===== config.mk =====
export PLATFORM = sky130hd
export DESIGN_NAME = id_ex_stage_reg
export DESIGN_NICKNAME = d
export VERILOG_FILES = /design/src/rtl/id_ex_stage_reg.sv
export SDC_FILE = /design/constraint.sdc
export NUM_CORES = 1
export LEC_CHECK = 0
export ABC_CLOCK_PERIOD_IN_PS = 1220
export BUFFER_PORTS_ARGS = -buffer_cell sky130_fd_sc_hd__buf_2
export CORE_MARGIN = 8
export CORE_UTILIZATION = 30
export DETAILED_ROUTE_END_ITERATION = 8
export GPL_ROUTABILITY_DRIVEN = 0
export GPL_TIMING_DRIVEN = 0
export PLACE_DENSITY = 0.72
export SETUP_SLACK_MARGIN = 0.05
export SLEW_MARGIN = 10
export SYNTH_ARGS = -nofsm -noshare
export SYNTH_HDL_FRONTEND = slang
export SYNTH_SLANG_ARGS = --single-unit

===== constraint.sdc =====
create_clock -name clk -period 1.22 [get_ports clk]
set_clock_uncertainty 0.2 [all_clocks]
set_input_delay 0.183 -clock clk [delete_from_list [all_inputs] [get_ports clk]]
set_output_delay 0.183 -clock clk [all_outputs]
set_load 0.02 [all_outputs]

===== src/rtl/id_ex_stage_reg.sv =====
// ID/EX pipeline register for the 5-stage MIPS redirect pipeline.
//
// Captures the decoded ID fields and register-file operands on every rising
// clock edge. It loads a NOP bubble on a load-use stall or on a flush. It also
// registers the encoded forwarding selects for the EX-stage operand muxes, and
// runs a sticky consecutive-stall watchdog.
//
// Edge priority: flush > stall > load.
//
// Handshake: there is no valid/ready pair. ex_valid qualifies the ex_* payload.
// ifid_hold is the combinational back-pressure to PC and IF/ID: while it is
// high, the ID instruction is not consumed and is presented again next cycle.
//
// Optional feature: define ID_EX_PERF_CNT_EN to add the bubble_cnt and
// instr_cnt performance counters. Both are 32 bits and wrap.
//
// Ports:
//   clk, rst_n            clock (rising edge), asynchronous active-low reset
//   stall, flush          hazard-judge stall, branch/jump redirect
//   id_*                  decoded ID-stage instruction fields and operands
//   alu_{a,b}_{ex,mem}_eq operand source matches the EX / MEM destination
//   ifid_hold             stall & ~flush, freezes PC and IF/ID
//   ex_*                  registered EX-stage copy of the instruction
//   ex_fwd_a, ex_fwd_b    00 regfile, 01 EX/MEM result, 10 MEM/WB result
//   stall_timeout         sticky flag, set after MAX_STALL consecutive stalls
//   bubble_cnt, instr_cnt performance counters (ID_EX_PERF_CNT_EN only)
//   dbg_stall_run         current watchdog run length, for observation
module id_ex_stage_reg #(
  parameter int DATA_W    = 32,
  parameter int MAX_STALL = 4
) (
  input  logic              clk,
  input  logic              rst_n,
  input  logic              stall,
  input  logic              flush,
  input  logic              id_valid,
  input  logic [5:0]        id_op,
  input  logic [5:0]        id_funct,
  input  logic [4:0]        id_rs,
  input  logic [4:0]        id_rt,
  input  logic [4:0]        id_rd,
  input  logic [DATA_W-1:0] id_rs_data,
  input  logic [DATA_W-1:0] id_rt_data,
  input  logic [DATA_W-1:0] id_imm,
  input  logic [DATA_W-1:0] id_pc,
  input  logic              alu_a_ex_eq,
  input  logic              alu_a_mem_eq,
  input  logic              alu_b_ex_eq,
  input  logic              alu_b_mem_eq,
  output logic              ifid_hold,
  output logic              ex_valid,
  output logic [5:0]        ex_op,
  output logic [5:0]        ex_funct,
  output logic [4:0]        ex_rs,
  output logic [4:0]        ex_rt,
  output logic [4:0]        ex_rd,
  output logic [DATA_W-1:0] ex_rs_data,
  output logic [DATA_W-1:0] ex_rt_data,
  output logic [DATA_W-1:0] ex_imm,
  output logic [DATA_W-1:0] ex_pc,
  output logic [1:0]        ex_fwd_a,
  output logic [1:0]        ex_fwd_b,
  output logic              stall_timeout,
`ifdef ID_EX_PERF_CNT_EN
  output logic [31:0]       bubble_cnt,
  output logic [31:0]       instr_cnt,
`endif
  output logic [3:0]        dbg_stall_run
);

  localparam logic [3:0] MAX_STALL_L = 4'(MAX_STALL);

  logic              valid_q, valid_d;
  logic [5:0]        op_q, op_d, funct_q, funct_d;
  logic [4:0]        rs_q, rs_d, rt_q, rt_d, rd_q, rd_d;
  logic [DATA_W-1:0] rs_data_q, rs_data_d, rt_data_q, rt_data_d;
  logic [DATA_W-1:0] imm_q, imm_d, pc_q, pc_d;
  logic [1:0]        fwd_a_q, fwd_a_d, fwd_b_q, fwd_b_d;
  logic [3:0]        stall_run_q, stall_run_d;
  logic              timeout_q, timeout_d;
  logic              bubble;

  assign ifid_hold = stall & ~flush;
  assign bubble    = stall | flush;

  always_comb begin
    valid_d   = 1'b0;
    op_d      = '0;
    funct_d   = '0;
    rs_d      = '0;
    rt_d      = '0;
    rd_d      = '0;
    rs_data_d = '0;
    rt_data_d = '0;
    imm_d     = '0;
    pc_d      = '0;
    fwd_a_d   = 2'b00;
    fwd_b_d   = 2'b00;
    if (!bubble) begin
      valid_d   = id_valid;
      op_d      = id_op;
      funct_d   = id_funct;
      rs_d      = id_rs;
      rt_d      = id_rt;
      rd_d      = id_rd;
      rs_data_d = id_rs_data;
      rt_data_d = id_rt_data;
      imm_d     = id_imm;
      pc_d      = id_pc;
      // The younger EX/MEM result wins when both destinations match.
      if (id_valid) begin
        fwd_a_d = alu_a_ex_eq ? 2'b01 : (alu_a_mem_eq ? 2'b10 : 2'b00);
        fwd_b_d = alu_b_ex_eq ? 2'b01 : (alu_b_mem_eq ? 2'b10 : 2'b00);
      end
    end
  end

  // A flush breaks a stall run because it also drops ifid_hold.
  always_comb begin
    stall_run_d = 4'd0;
    if (ifid_hold) begin
      stall_run_d = (stall_run_q == 4'hF) ? 4'hF : stall_run_q + 4'd1;
    end
    timeout_d = timeout_q | (stall_run_d >= MAX_STALL_L);
  end

  always_ff @(posedge clk or negedge rst_n) begin
    if (!rst_n) begin
      valid_q     <= 1'b0;
      op_q        <= '0;
      funct_q     <= '0;
      rs_q        <= '0;
      rt_q        <= '0;
      rd_q        <= '0;
      rs_data_q   <= '0;
      rt_data_q   <= '0;
      imm_q       <= '0;
      pc_q        <= '0;
      fwd_a_q     <= 2'b00;
      fwd_b_q     <= 2'b00;
      stall_run_q <= 4'd0;
      timeout_q   <= 1'b0;
    end else begin
      valid_q     <= valid_d;
      op_q        <= op_d;
      funct_q     <= funct_d;
      rs_q        <= rs_d;
      rt_q        <= rt_d;
      rd_q        <= rd_d;
      rs_data_q   <= rs_data_d;
      rt_data_q   <= rt_data_d;
      imm_q       <= imm_d;
      pc_q        <= pc_d;
      fwd_a_q     <= fwd_a_d;
      fwd_b_q     <= fwd_b_d;
      stall_run_q <= stall_run_d;
      timeout_q   <= timeout_d;
    end
  end

  assign ex_valid      = valid_q;
  assign ex_op         = op_q;
  assign ex_funct      = funct_q;
  assign ex_rs         = rs_q;
  assign ex_rt         = rt_q;
  assign ex_rd         = rd_q;
  assign ex_rs_data    = rs_data_q;
  assign ex_rt_data    = rt_data_q;
  assign ex_imm        = imm_q;
  assign ex_pc         = pc_q;
  assign ex_fwd_a      = fwd_a_q;
  assign ex_fwd_b      = fwd_b_q;
  assign stall_timeout = timeout_q;
  assign dbg_stall_run = stall_run_q;

`ifdef ID_EX_PERF_CNT_EN
  logic [31:0] bubble_cnt_q, bubble_cnt_d, instr_cnt_q, instr_cnt_d;

  always_comb begin
    bubble_cnt_d = bubble_cnt_q + (bubble ? 32'd1 : 32'd0);
    instr_cnt_d  = instr_cnt_q + ((!bubble && id_valid) ? 32'd1 : 32'd0);
  end

  always_ff @(posedge clk or negedge rst_n) begin
    if (!rst_n) begin
      bubble_cnt_q <= '0;
      instr_cnt_q  <= '0;
    end else begin
      bubble_cnt_q <= bubble_cnt_d;
      instr_cnt_q  <= instr_cnt_d;
    end
  end

  assign bubble_cnt = bubble_cnt_q;
  assign instr_cnt  = instr_cnt_q;
`endif

endmodule


==> run metrics <==
first-pass GRT wire length=30000 µm; Multi-input gate area=1290 µm²; area share of the leading cell type in the synthesized netlist=0.757; Setup Crit Path Kind=reg -> out; Sum Neg Setup Slack=-14.67 ns; total clock buffers created by CTS=17; slew at the pin closest to its max-slew limit=0.522 ns; fin crit share=1.12; outcome=complete, but fails checks; final hold vios=102; residual overflow from global routing=0; register cell area after layout=between 4000 and 5000 µm²; most frequent standard cell in the layout excluding fill and tap cells=sky130_fd_sc_hd__buf_6; Post-route DRC=0; core outline area=17900 µm²; count of synthesis-stage warnings from yosys=0; clock slew at reported path FFs=0.07 ns; placed instance area=7440 µm²; highest attainable clock frequency=0.734 GHz; count of different cell masters after synthesis=21; TritonCTS clock tree=yes; initial standard-cell utilization of the core=0.305; worst-path cell with the longest stage delay=sky130_fd_sc_hd__dfrtp_2; final design instance area without fill=around 11000 µm²; routed vias/inst=4.17; mean routed wirelength per cell=18.2 µm; final-layout worst hold slack=-0.504 ns; vias after detailed routing=4703; ordered cell list for the critical path=buf_6; Max IR drop VDD=0.000893 V; largest cells by area after synthesis=sky130_fd_sc_hd__dfrtp_1 76%, sky130_fd_sc_hd__and2_2 12%, sky130_fd_sc_hd__and2_1 7.5%; count of port buffers added during placement=around 330; total number of nets in the final design=around 1000; cell count of the worst reg-to-reg path=5; level count of the clock H-tree=4; clk buf depth=2; die height=151 µm; HPWL Detailed=between 10000 and 15000 µm; number of maximum-capacitance violations=0; clock insertion delay at the later pin of the skew report=0.42 ns; class of the tightest hold or removal check=in -> async; static leakage=~5.6 nW; Pins Over Slew Limit=0; Yosys reg bits=between 150 and 200; instance count of the mapped netlist=between 300 and 400; CP bufs+invs=1; Top Ports=330; CP startpoint kind=register; power density cells=1180 nW/µm²; final worst setup slack=-0.143 ns; longest individual stage delay on the worst path=around 0.43 ns; average instance area after synthesis=15.1 µm²; fin crit period=1.36 ns; pre-CTS worst setup slack=-0.288 ns; total setup violations reported at the end of the flow=170; reg-to-reg slack, setup=-0.12 ns; total power after layout=~13 mW; crit path capture type=output pin; number of fill cells=1303; syn nets=527; part of the Yosys area used for sequential elements=0.757; CP Max Fanout=2; data arrival time of the critical path=0.98 ns; reg-to-reg startpoint=dbg_stall_run[0]; Clock Sinks=165; Required @ worst endpoint=0.84 ns; hold-fix buffers at CTS=162; Detailed Route Iter0 Violations=110; unrepaired setup endpoints after global routing=true; clk root buf=sky130_fd_sc_hd__clkbuf_16; Antenna Violating Nets Remaining=0; wire length after detailed routing=~21000 µm; pin count of the biggest net entering global routing=between 100 and 150; antenna violations before repair=1; vias in the first global route=5415; library cell occupying the most area in the post-synthesis netlist=sky130_fd_sc_hd__dfrtp_1; combined area of all synthesized cells=between 5000 and 6000 µm²; Max-Slew Margin vs Limit=0.652; P&R area growth vs syn=98.1%; number of detailed-routing iterations run before antenna repair=6; die footprint=22700 µm²; violated checks=hold timing, setup timing; CP delay by family, top=flip-flops; Rows=49; global-route usage over all layers=0.174; commonest cells after routing, fill and taps aside=170 x sky130_fd_sc_hd__buf_6, 163 x sky130_fd_sc_hd__dfrtp_1, 163 x sky130_fd_sc_hd__buf_2, 162 x sky130_fd_sc_hd__dlygate4sd3_1, 90 x sky130_fd_sc_hd__and2_2; horizontal die dimension=151 µm; share of final-layout standard cells stronger than drive strength 1=0.549; Core Util, Final=0.603; capturing point of the worst reg2reg path=stall_timeout
-- worst max-delay path by stage --
stage / from / end / cells after the start / slack [ns]
after detailed placement: stall / ex_pc[28] / 5 / -0.29
after floorplan: dbg_stall_run[0] / stall_timeout / 4 / -0.01
after global routing: dbg_stall_run[1] / dbg_stall_run[1] / 1 / -0.18
after CTS: dbg_stall_run[0] / dbg_stall_run[0] / 1 / -0.15
final: dbg_stall_run[1] / dbg_stall_run[1] / 1 / -0.14
after global placement: rst_n / dbg_stall_run[1] / 1 / -2.99
-- through the flow --
stage | hold WS, ns | cells
2_1_floorplan | -0.313 | 362
3_3_place_gp | 0.164 | 920
3_5_place_dp | -0.0520 | 921
4_1_cts | -0.514 | 1120
5_1_grt | -0.488 | 1126
6_report | -0.504 | 1127
-- metal layers --
| metal | global-route usage | routed length (µm) |
|---|---|---|
| met1 | 0.187 | 7410 |
| met2 | 0.305 | 10600 |
| met3 | 0.0657 | 2060 |
| met4 | 0.0638 | 432 |
| met5 | 0 | 0 |
-- repair_timing --
action / in CTS / in global routing
cloned: 0 / 0
buffers inserted: 5 / 5
resized for setup: 329 / 18
setup endpoints to repair: 167 / 170
hold endpoints to repair: 236 / 63
pin swaps: 0 / 7
-- Yosys cell counts --
cell type	instances
sky130_fd_sc_hd__clkbuf_1	3
sky130_fd_sc_hd__nor2_4	1
sky130_fd_sc_hd__a211oi_1	1
sky130_fd_sc_hd__nor2_1	3
sky130_fd_sc_hd__ha_1	1
sky130_fd_sc_hd__nor3_1	1
sky130_fd_sc_hd__a21oi_1	4
sky130_fd_sc_hd__nand3_1	2
sky130_fd_sc_hd__dfrtp_1	165
sky130_fd_sc_hd__buf_6	2
sky130_fd_sc_hd__and2_1	65
sky130_fd_sc_hd__nand2b_1	1
sky130_fd_sc_hd__and2_2	90
sky130_fd_sc_hd__a31oi_1	1
sky130_fd_sc_hd__clkbuf_2	12
sky130_fd_sc_hd__nor3b_1	2
sky130_fd_sc_hd__inv_1	3
sky130_fd_sc_hd__o31ai_1	1
sky130_fd_sc_hd__and3_1	2
sky130_fd_sc_hd__nand2_2	1
sky130_fd_sc_hd__nand2_1	1
-- logic make-up (layout without fill, tap and decap cells) --
kind of cell	Yosys count	count (layout)	synth area share
buffers and inverters	20	554	0.0193
other	0	2	0
AOI/OAI and AO/OA	7	7	0.00758
and+or+nand+nor	169	169	0.213
DFF	165	165	0.757
adders and majority gates	1	1	0.00229
-- registers in the layout, indices dropped and copies added, names as in the netlist --
| name | flops |
|---|---|
| ex_rs_data | 32 |
| stall_timeout | 1 |
| ex_rt_data | 32 |
| ex_pc | 32 |
| ex_fwd_b | 2 |
| ex_fwd_a | 2 |
| ex_rd | 5 |
| ex_valid | 1 |
| ex_funct | 6 |
| ex_imm | 32 |
| ex_rt | 5 |
| ex_rs | 5 |
| dbg_stall_run | 4 |
| ex_op | 6 |
-- power by group --
| part | internal, mW | leakage (nW) | switching (mW) | total [mW] |
|---|---|---|---|---|
| combinational | 1.10 | 3.07 | 0.827 | 1.93 |
| sequential | 5.68 | 2.22 | 0.110 | 5.79 |
| clock | 2.72 | 0.269 | 2.33 | 5.05 |
-- area by class of cell --
cell class	instances	share of cell area
clock buffers	18	0.0407
multi-input cells	177	0.119
inverters	3	0.00104
plain buffers	17	0.00869
clock inverters	14	0.0110
flip-flops and latches	165	0.383
diodes	2	0.000463
well taps	229	0.0265
repair buffers	502	0.410
No activity file was read; power rests on OpenSTA's default activity.
